**src/rtl/message_arbiter_if.sv**
```systemverilog
// rtl/message_arbiter_if.sv - source-side and packet_merger-side handshake bundle for message_arbiter
interface message_arbiter_if #(
   parameter int NUM_SOURCES    = 4,
   parameter int MESSAGE_LENGTH = 48,
   parameter int SRC_BITS       = $clog2(NUM_SOURCES)
);
   logic [NUM_SOURCES-1:0]                src_valid;
   logic [NUM_SOURCES-1:0]                src_ready;
   logic [NUM_SOURCES*MESSAGE_LENGTH-1:0] src_data;
   logic [NUM_SOURCES-1:0]                src_enable;
   logic                                  msg_valid;
   logic                                  msg_ready;
   logic [MESSAGE_LENGTH-1:0]             msg_data;
   logic [SRC_BITS-1:0]                   msg_source;

   modport master (
      input  src_valid, src_data, src_enable, msg_ready,
      output src_ready, msg_valid, msg_data, msg_source
   );

   modport slave (
      output src_valid, src_data, src_enable, msg_ready,
      input  src_ready, msg_valid, msg_data, msg_source
   );
endinterface

```
**src/rtl/message_arbiter.sv**
```systemverilog
// rtl/message_arbiter.sv - round-robin arbiter feeding one registered message stage to packet_merger
// Also keeps saturating per-source accepted-message counters for debug readback.
module message_arbiter #(
   parameter int NUM_SOURCES    = 4,
   parameter int MESSAGE_LENGTH = 48,
   parameter int COUNT_WIDTH    = 16,
   parameter int SRC_BITS       = $clog2(NUM_SOURCES)
) (
   input  logic                   clk,
   input  logic                   reset,
   message_arbiter_if.master      bus,
   input  logic [SRC_BITS-1:0]    stat_sel,
   output logic [COUNT_WIDTH-1:0] stat_count,
   input  logic                   stat_clear,
   output logic                   busy
);
   typedef enum logic {IDLE, SEND} state_t;

   localparam logic [COUNT_WIDTH-1:0] COUNT_MAX = '1;

   state_t                    state;
   state_t                    state_next;
   logic [SRC_BITS-1:0]       pointer;
   logic [SRC_BITS-1:0]       winner;
   logic [SRC_BITS:0]         idx;
   logic                      found;
   logic                      accept;
   logic [NUM_SOURCES-1:0]    eligible;
   logic [NUM_SOURCES-1:0]    grant;
   logic [MESSAGE_LENGTH-1:0] winner_data;
   logic [MESSAGE_LENGTH-1:0] data_q;
   logic [SRC_BITS-1:0]       source_q;
   logic [COUNT_WIDTH-1:0]    count [NUM_SOURCES];

   assign eligible = bus.src_valid & bus.src_enable;

   // Search starts at the pointer and wraps; idx carries one extra bit for the wrap test.
   always_comb begin
      found  = 1'b0;
      winner = '0;
      idx    = '0;
      for (int k = 0; k < NUM_SOURCES; k++) begin
         idx = {1'b0, pointer} + (SRC_BITS+1)'(k);
         if (idx >= (SRC_BITS+1)'(NUM_SOURCES)) begin
            idx = idx - (SRC_BITS+1)'(NUM_SOURCES);
         end
         if (!found && eligible[idx[SRC_BITS-1:0]]) begin
            found  = 1'b1;
            winner = idx[SRC_BITS-1:0];
         end
      end
   end

   always_comb begin
      winner_data = '0;
      for (int i = 0; i < NUM_SOURCES; i++) begin
         if (winner == SRC_BITS'(i)) begin
            winner_data = bus.src_data[i*MESSAGE_LENGTH +: MESSAGE_LENGTH];
         end
      end
   end

   always_comb begin
      state_next = state;
      accept     = 1'b0;
      case (state)
         IDLE: begin
            if (found) begin
               accept     = 1'b1;
               state_next = SEND;
            end
         end
         SEND: begin
            if (bus.msg_ready) begin
               accept     = found;
               state_next = found ? SEND : IDLE;
            end
         end
         default: state_next = IDLE;
      endcase
   end

   // Gating with reset keeps src_ready low for the whole time reset is held.
   assign grant = (accept && reset) ? ({{(NUM_SOURCES-1){1'b0}}, 1'b1} << winner) : '0;

   assign bus.src_ready  = grant;
   assign bus.msg_valid  = (state == SEND);
   assign bus.msg_data   = data_q;
   assign bus.msg_source = source_q;
   assign busy           = (state == SEND) || (|eligible);

   always_ff @(posedge clk or negedge reset) begin
      if (!reset) begin
         state <= IDLE;
      end else begin
         state <= state_next;
      end
   end

   always_ff @(posedge clk or negedge reset) begin
      if (!reset) begin
         pointer  <= '0;
         data_q   <= '0;
         source_q <= '0;
      end else if (accept) begin
         pointer  <= (winner == SRC_BITS'(NUM_SOURCES-1)) ? '0 : winner + 1'b1;
         data_q   <= winner_data;
         source_q <= winner;
      end
   end

   always_ff @(posedge clk or negedge reset) begin
      if (!reset) begin
         for (int i = 0; i < NUM_SOURCES; i++) count[i] <= '0;
      end else if (stat_clear) begin
         for (int i = 0; i < NUM_SOURCES; i++) count[i] <= '0;
      end else begin
         for (int i = 0; i < NUM_SOURCES; i++) begin
            if (bus.src_valid[i] && grant[i] && count[i] != COUNT_MAX) begin
               count[i] <= count[i] + 1'b1;
            end
         end
      end
   end

   always_comb begin
      stat_count = '0;
      for (int i = 0; i < NUM_SOURCES; i++) begin
         if (stat_sel == SRC_BITS'(i)) stat_count = count[i];
      end
   end
endmodule

```
**src/flat_wrapper.sv**
```systemverilog
// flat-port wrapper written by rule: the top's interface ports become plain ports
module message_arbiter_flat 
#(
   parameter int NUM_SOURCES    = 4,
   parameter int MESSAGE_LENGTH = 48,
   parameter int COUNT_WIDTH    = 16,
   parameter int SRC_BITS       = $clog2(NUM_SOURCES)
)
  (clk, reset, stat_sel, stat_count, stat_clear, busy, bus_src_valid, bus_src_data, bus_src_enable, bus_msg_ready, bus_src_ready, bus_msg_valid, bus_msg_data, bus_msg_source);
  message_arbiter_if #(.NUM_SOURCES(NUM_SOURCES), .MESSAGE_LENGTH(MESSAGE_LENGTH), .SRC_BITS(SRC_BITS)) bus_i ();
  input  logic clk;
  input  logic reset;
  input  logic [SRC_BITS-1:0] stat_sel;
  output logic [COUNT_WIDTH-1:0] stat_count;
  input  logic stat_clear;
  output logic busy;
  input wire logic [$bits(bus_i.src_valid)-1:0] bus_src_valid;
  input wire logic [$bits(bus_i.src_data)-1:0] bus_src_data;
  input wire logic [$bits(bus_i.src_enable)-1:0] bus_src_enable;
  input wire logic [$bits(bus_i.msg_ready)-1:0] bus_msg_ready;
  output wire logic [$bits(bus_i.src_ready)-1:0] bus_src_ready;
  output wire logic [$bits(bus_i.msg_valid)-1:0] bus_msg_valid;
  output wire logic [$bits(bus_i.msg_data)-1:0] bus_msg_data;
  output wire logic [$bits(bus_i.msg_source)-1:0] bus_msg_source;
  assign bus_i.src_valid = bus_src_valid;
  assign bus_i.src_data = bus_src_data;
  assign bus_i.src_enable = bus_src_enable;
  assign bus_i.msg_ready = bus_msg_ready;
  assign bus_src_ready = bus_i.src_ready;
  assign bus_msg_valid = bus_i.msg_valid;
  assign bus_msg_data = bus_i.msg_data;
  assign bus_msg_source = bus_i.msg_source;
  message_arbiter #(.NUM_SOURCES(NUM_SOURCES), .MESSAGE_LENGTH(MESSAGE_LENGTH), .COUNT_WIDTH(COUNT_WIDTH), .SRC_BITS(SRC_BITS)) u_core (.clk(clk), .reset(reset), .bus(bus_i), .stat_sel(stat_sel), .stat_count(stat_count), .stat_clear(stat_clear), .busy(busy));
endmodule
```
**config.mk**
```make
export PLATFORM = sky130hd
export DESIGN_NAME = message_arbiter_flat
export DESIGN_NICKNAME = d
export VERILOG_FILES = /design/src/rtl/message_arbiter_if.sv /design/src/rtl/message_arbiter.sv /design/src/flat_wrapper.sv
export SDC_FILE = /design/constraint.sdc
export NUM_CORES = 1
export LEC_CHECK = 0
export BUFFER_PORTS_ARGS = -buffer_cell sky130_fd_sc_hd__buf_2
export CAP_MARGIN = 10
export CORE_ASPECT_RATIO = 0.75
export CORE_MARGIN = 2
export CORE_UTILIZATION = 51
export DETAILED_ROUTE_END_ITERATION = 8
export PLACE_DENSITY = 0.82
export SYNTH_ARGS = -nofsm -noshare
export SYNTH_HDL_FRONTEND = slang
export SYNTH_SLANG_ARGS = --single-unit
export TNS_END_PERCENT = 10
```
**constraint.sdc**
```tcl
create_clock -name clk -period 3.45 [get_ports clk]
set_input_delay 0.69 -clock clk [delete_from_list [all_inputs] [get_ports clk]]
set_output_delay 0.69 -clock clk [all_outputs]
set_load 0.05 [all_outputs]
```
==> flow_summary.json <==
{
  "wl_mm": 24.8,
  "drt_iter0_drc": 781,
  "fin_nets": 1349,
  "place.gp.congestion": 0.881,
  "synth_top_area_share": 0.381,
  "cts_root_buf": "clkbuf_16",
  "synth_fp_nets": 1103,
  "grt_pass1_wl_mm": 38.4,
  "status": "finished clean",
  "skew_ns": 0.0122,
  "dr.pass1.iters": 5,
  "cts_hold_buffers": 0,
  "core-area_um2": 14600,
  "p_leak_uw": 0.00435,
  "numCtsBuffers": 17,
  "cp.required_ns": 2.76,
  "synthTopCellsByCount": "134 x a21oi_1, 117 x dfrtp_1, 100 x nor2b_1",
  "hold_class": "in2async",
  "async_reset_ff_frac": 1.00,
  "drive_above_1_share": 0.324,
  "post-dp-hpwl_mm": 18.0,
  "dp_slack_ns": 0.119,
  "clk_pin_slew_ns": 0.06,
  "avgViaCountPerCell": 6.02,
  "io_buffers": 277,
  "synth-edff-count": 0,
  "insertion_delay_ns": 0.42,
  "grt_max_degree": 98,
  "yosysSeqAreaShare": 0.381,
  "synth_top_area_cell": "dfrtp_1",
  "die-width_um": 146,
  "vias": 8128,
  "grt_util_all_layers": 0.304,
  "areaGrowthSynthToFinish_pct": 29.3,
  "worstMarginPinSlew_ns": 0.978,
  "syn-cell-area_um2": 7680,
  "hold-worst-slack_ns": 0.130,
  "ios": 278,
  "synth-seq-cells": 117,
  "synth_cell_types": 57,
  "startpoint_type": "input pin",
  "maxCapViolCount": 0,
  "synthCells": 889,
  "rsz0062_at_grt": "false",
  "yosysMostFrequentCell": "a21oi_1",
  "antenna_left": 0,
  "arrival_ns": 2.65,
  "fin_crit_sh": 0.968,
  "timing.fmax_ghz": 0.299,
  "synth_area_leaders": "dfrtp_1 38%, a21oi_1 8.7%, nor2b_1 8.1%",
  "hold_viol": 0,
  "drc": 0,
  "period_minus_slack_ns": 3.34,
  "cts_tree": "done",
  "slew_headroom": 0.348,
  "cts_buffer_depth": 2,
  "setup_ws_ns": 0.109,
  "setup_tns_ns": 0,
  "cp_max_fo": 6,
  "fin_cells": 1350,
  "start_util": 0.526,
  "htreeDepth": 4,
  "ys.flop_type": "dfrtp_1",
  "drv_slew": 0,
  "die_h_um": 110,
  "avgSynthCellArea_um2": 8.64,
  "p_total_uw": 6800,
  "die_area_um2": 16100,
  "clock-sinks": 117,
  "wl_per_cell_um": 18.4,
  "report.final.setup_viol": 0,
  "overflow": 0,
  "critPathKind": "in2out",
  "antenna_found_initial": 2,
  "ir_worst_vdd_mv": 0.532,
  "endpoint_kind": "output port",
  "grt_pass1_vias": 7308,
  "yosysWarnings": 0,
  "r2r_slack_ns": 0.33,
  "core.rowCount": 38,
  "powerDensity_nw_per_um2": 685,
  "post-place-cells": 1314
}
[timing repair]
| action | CTS | global route |
|---|---|---|
| endpoints found under the setup margin | 0 | 1 |
| buffers inserted | 0 | 2 |
| endpoints found under the hold margin | 0 | 0 |
| gates resized for setup | 0 | 2 |
[layer usage]
layer  vias to the layer above  share of wire  GRT usage
li1                       3799              -          -
met4                         2          0.021      0.119
met1                      3868           0.41      0.419
met5                         -        0.00052          0
met2                       413           0.48      0.477
met3                        46          0.089     0.0626
[where the power goes]
group / total, µW / internal (µW) / switching [µW]
clock network: 2010 / 1390 / 624
registers: 1820 / 1650 / 173
logic: 2970 / 889 / 2080
total: 6800 / 3930 / 2880
[state kept, by name (all words and copies together) (netlist names)]
signal	count
u_core.bus.msg_source	2
u_core.pointer	2
u_core.bus.msg_data	48
u_core.bus.msg_valid	1
u_core.count	64
[critical path: stages]
cell       delay (ns)
buf_2            0.16
a32o_1           0.26
a2bb2oi_1        0.19
o21ai_0          0.19
nor2_2           0.19
ha_4             0.15
nand2_1          0.08
a211oi_4         0.41
clkbuf_4         0.33
[stage by stage]
step            util  area, µm²
6_report       0.680       9930
3_3_place_gp   0.633       9240
5_1_grt        0.680       9930
2_1_floorplan      -       7680
4_1_cts        0.679       9900
3_5_place_dp   0.633       9240
[placed cells by master (no fill, tap or decap), types with 6 or more instances in the layout]
master,synthesis,routed
nor4_1,10,10
o21ai_0,23,23
or3_1,18,18
clkbuf_16,0,17
dfrtp_1,117,117
mux4_2,15,15
buf_4,0,18
nand2_1,34,34
a31o_2,6,6
nor2b_1,100,100
nand4_1,21,21
o31ai_1,10,10
a21oi_1,134,134
xor2_1,6,6
inv_1,10,10
nand3_1,25,25
nor2_1,93,91
and3_1,8,7
or4_1,11,11
bufinv_16,0,6
nor3_1,54,54
buf_2,4,275
nand2b_1,8,8
a221oi_1,48,48
xnor2_1,15,15
[cells by family after synthesis]
kind of cell,count (synthesis),synth area share
buffers and inverters,80,0.0440
DFF,117,0.381
muxes,22,0.0562
AOI/OAI and AO/OA,240,0.200
xor gates and xnor gates,21,0.0239
and+or+nand+nor,401,0.281
adders and majority gates,8,0.0130
[worst paths after layout]
kind                                                  to  cells after the start                     start
worst max register to register          u_core.count[11]                     11         u_core.pointer[1]
max in group asynchronous                u_core.count[1]                      3                     reset
worst max-delay path                    bus_src_ready[3]                      9          bus_src_valid[0]
min in group clk                u_core.bus.msg_source[1]                      2  u_core.bus.msg_source[1]
worst min register to register  u_core.bus.msg_source[1]                      2  u_core.bus.msg_source[1]
worst min-delay path                   u_core.pointer[1]                      1                     reset
[area by class of cell]
| type | instances | area [µm²] |
|---|---|---|
| Clock buffer | 23 | 468 |
| Inverter | 10 | 37.5 |
| Antenna cell | 2 | 5.00 |
| Timing Repair Buffer | 297 | 1580 |
| Clock inverter | 9 | 198 |
| Fill cell | 1182 | 4670 |
| Multi-Input combinational cell | 692 | 4460 |
| Tap cell | 200 | 250 |
| Sequential cell | 117 | 2930 |
No activity file was read; power rests on OpenSTA's default activity.
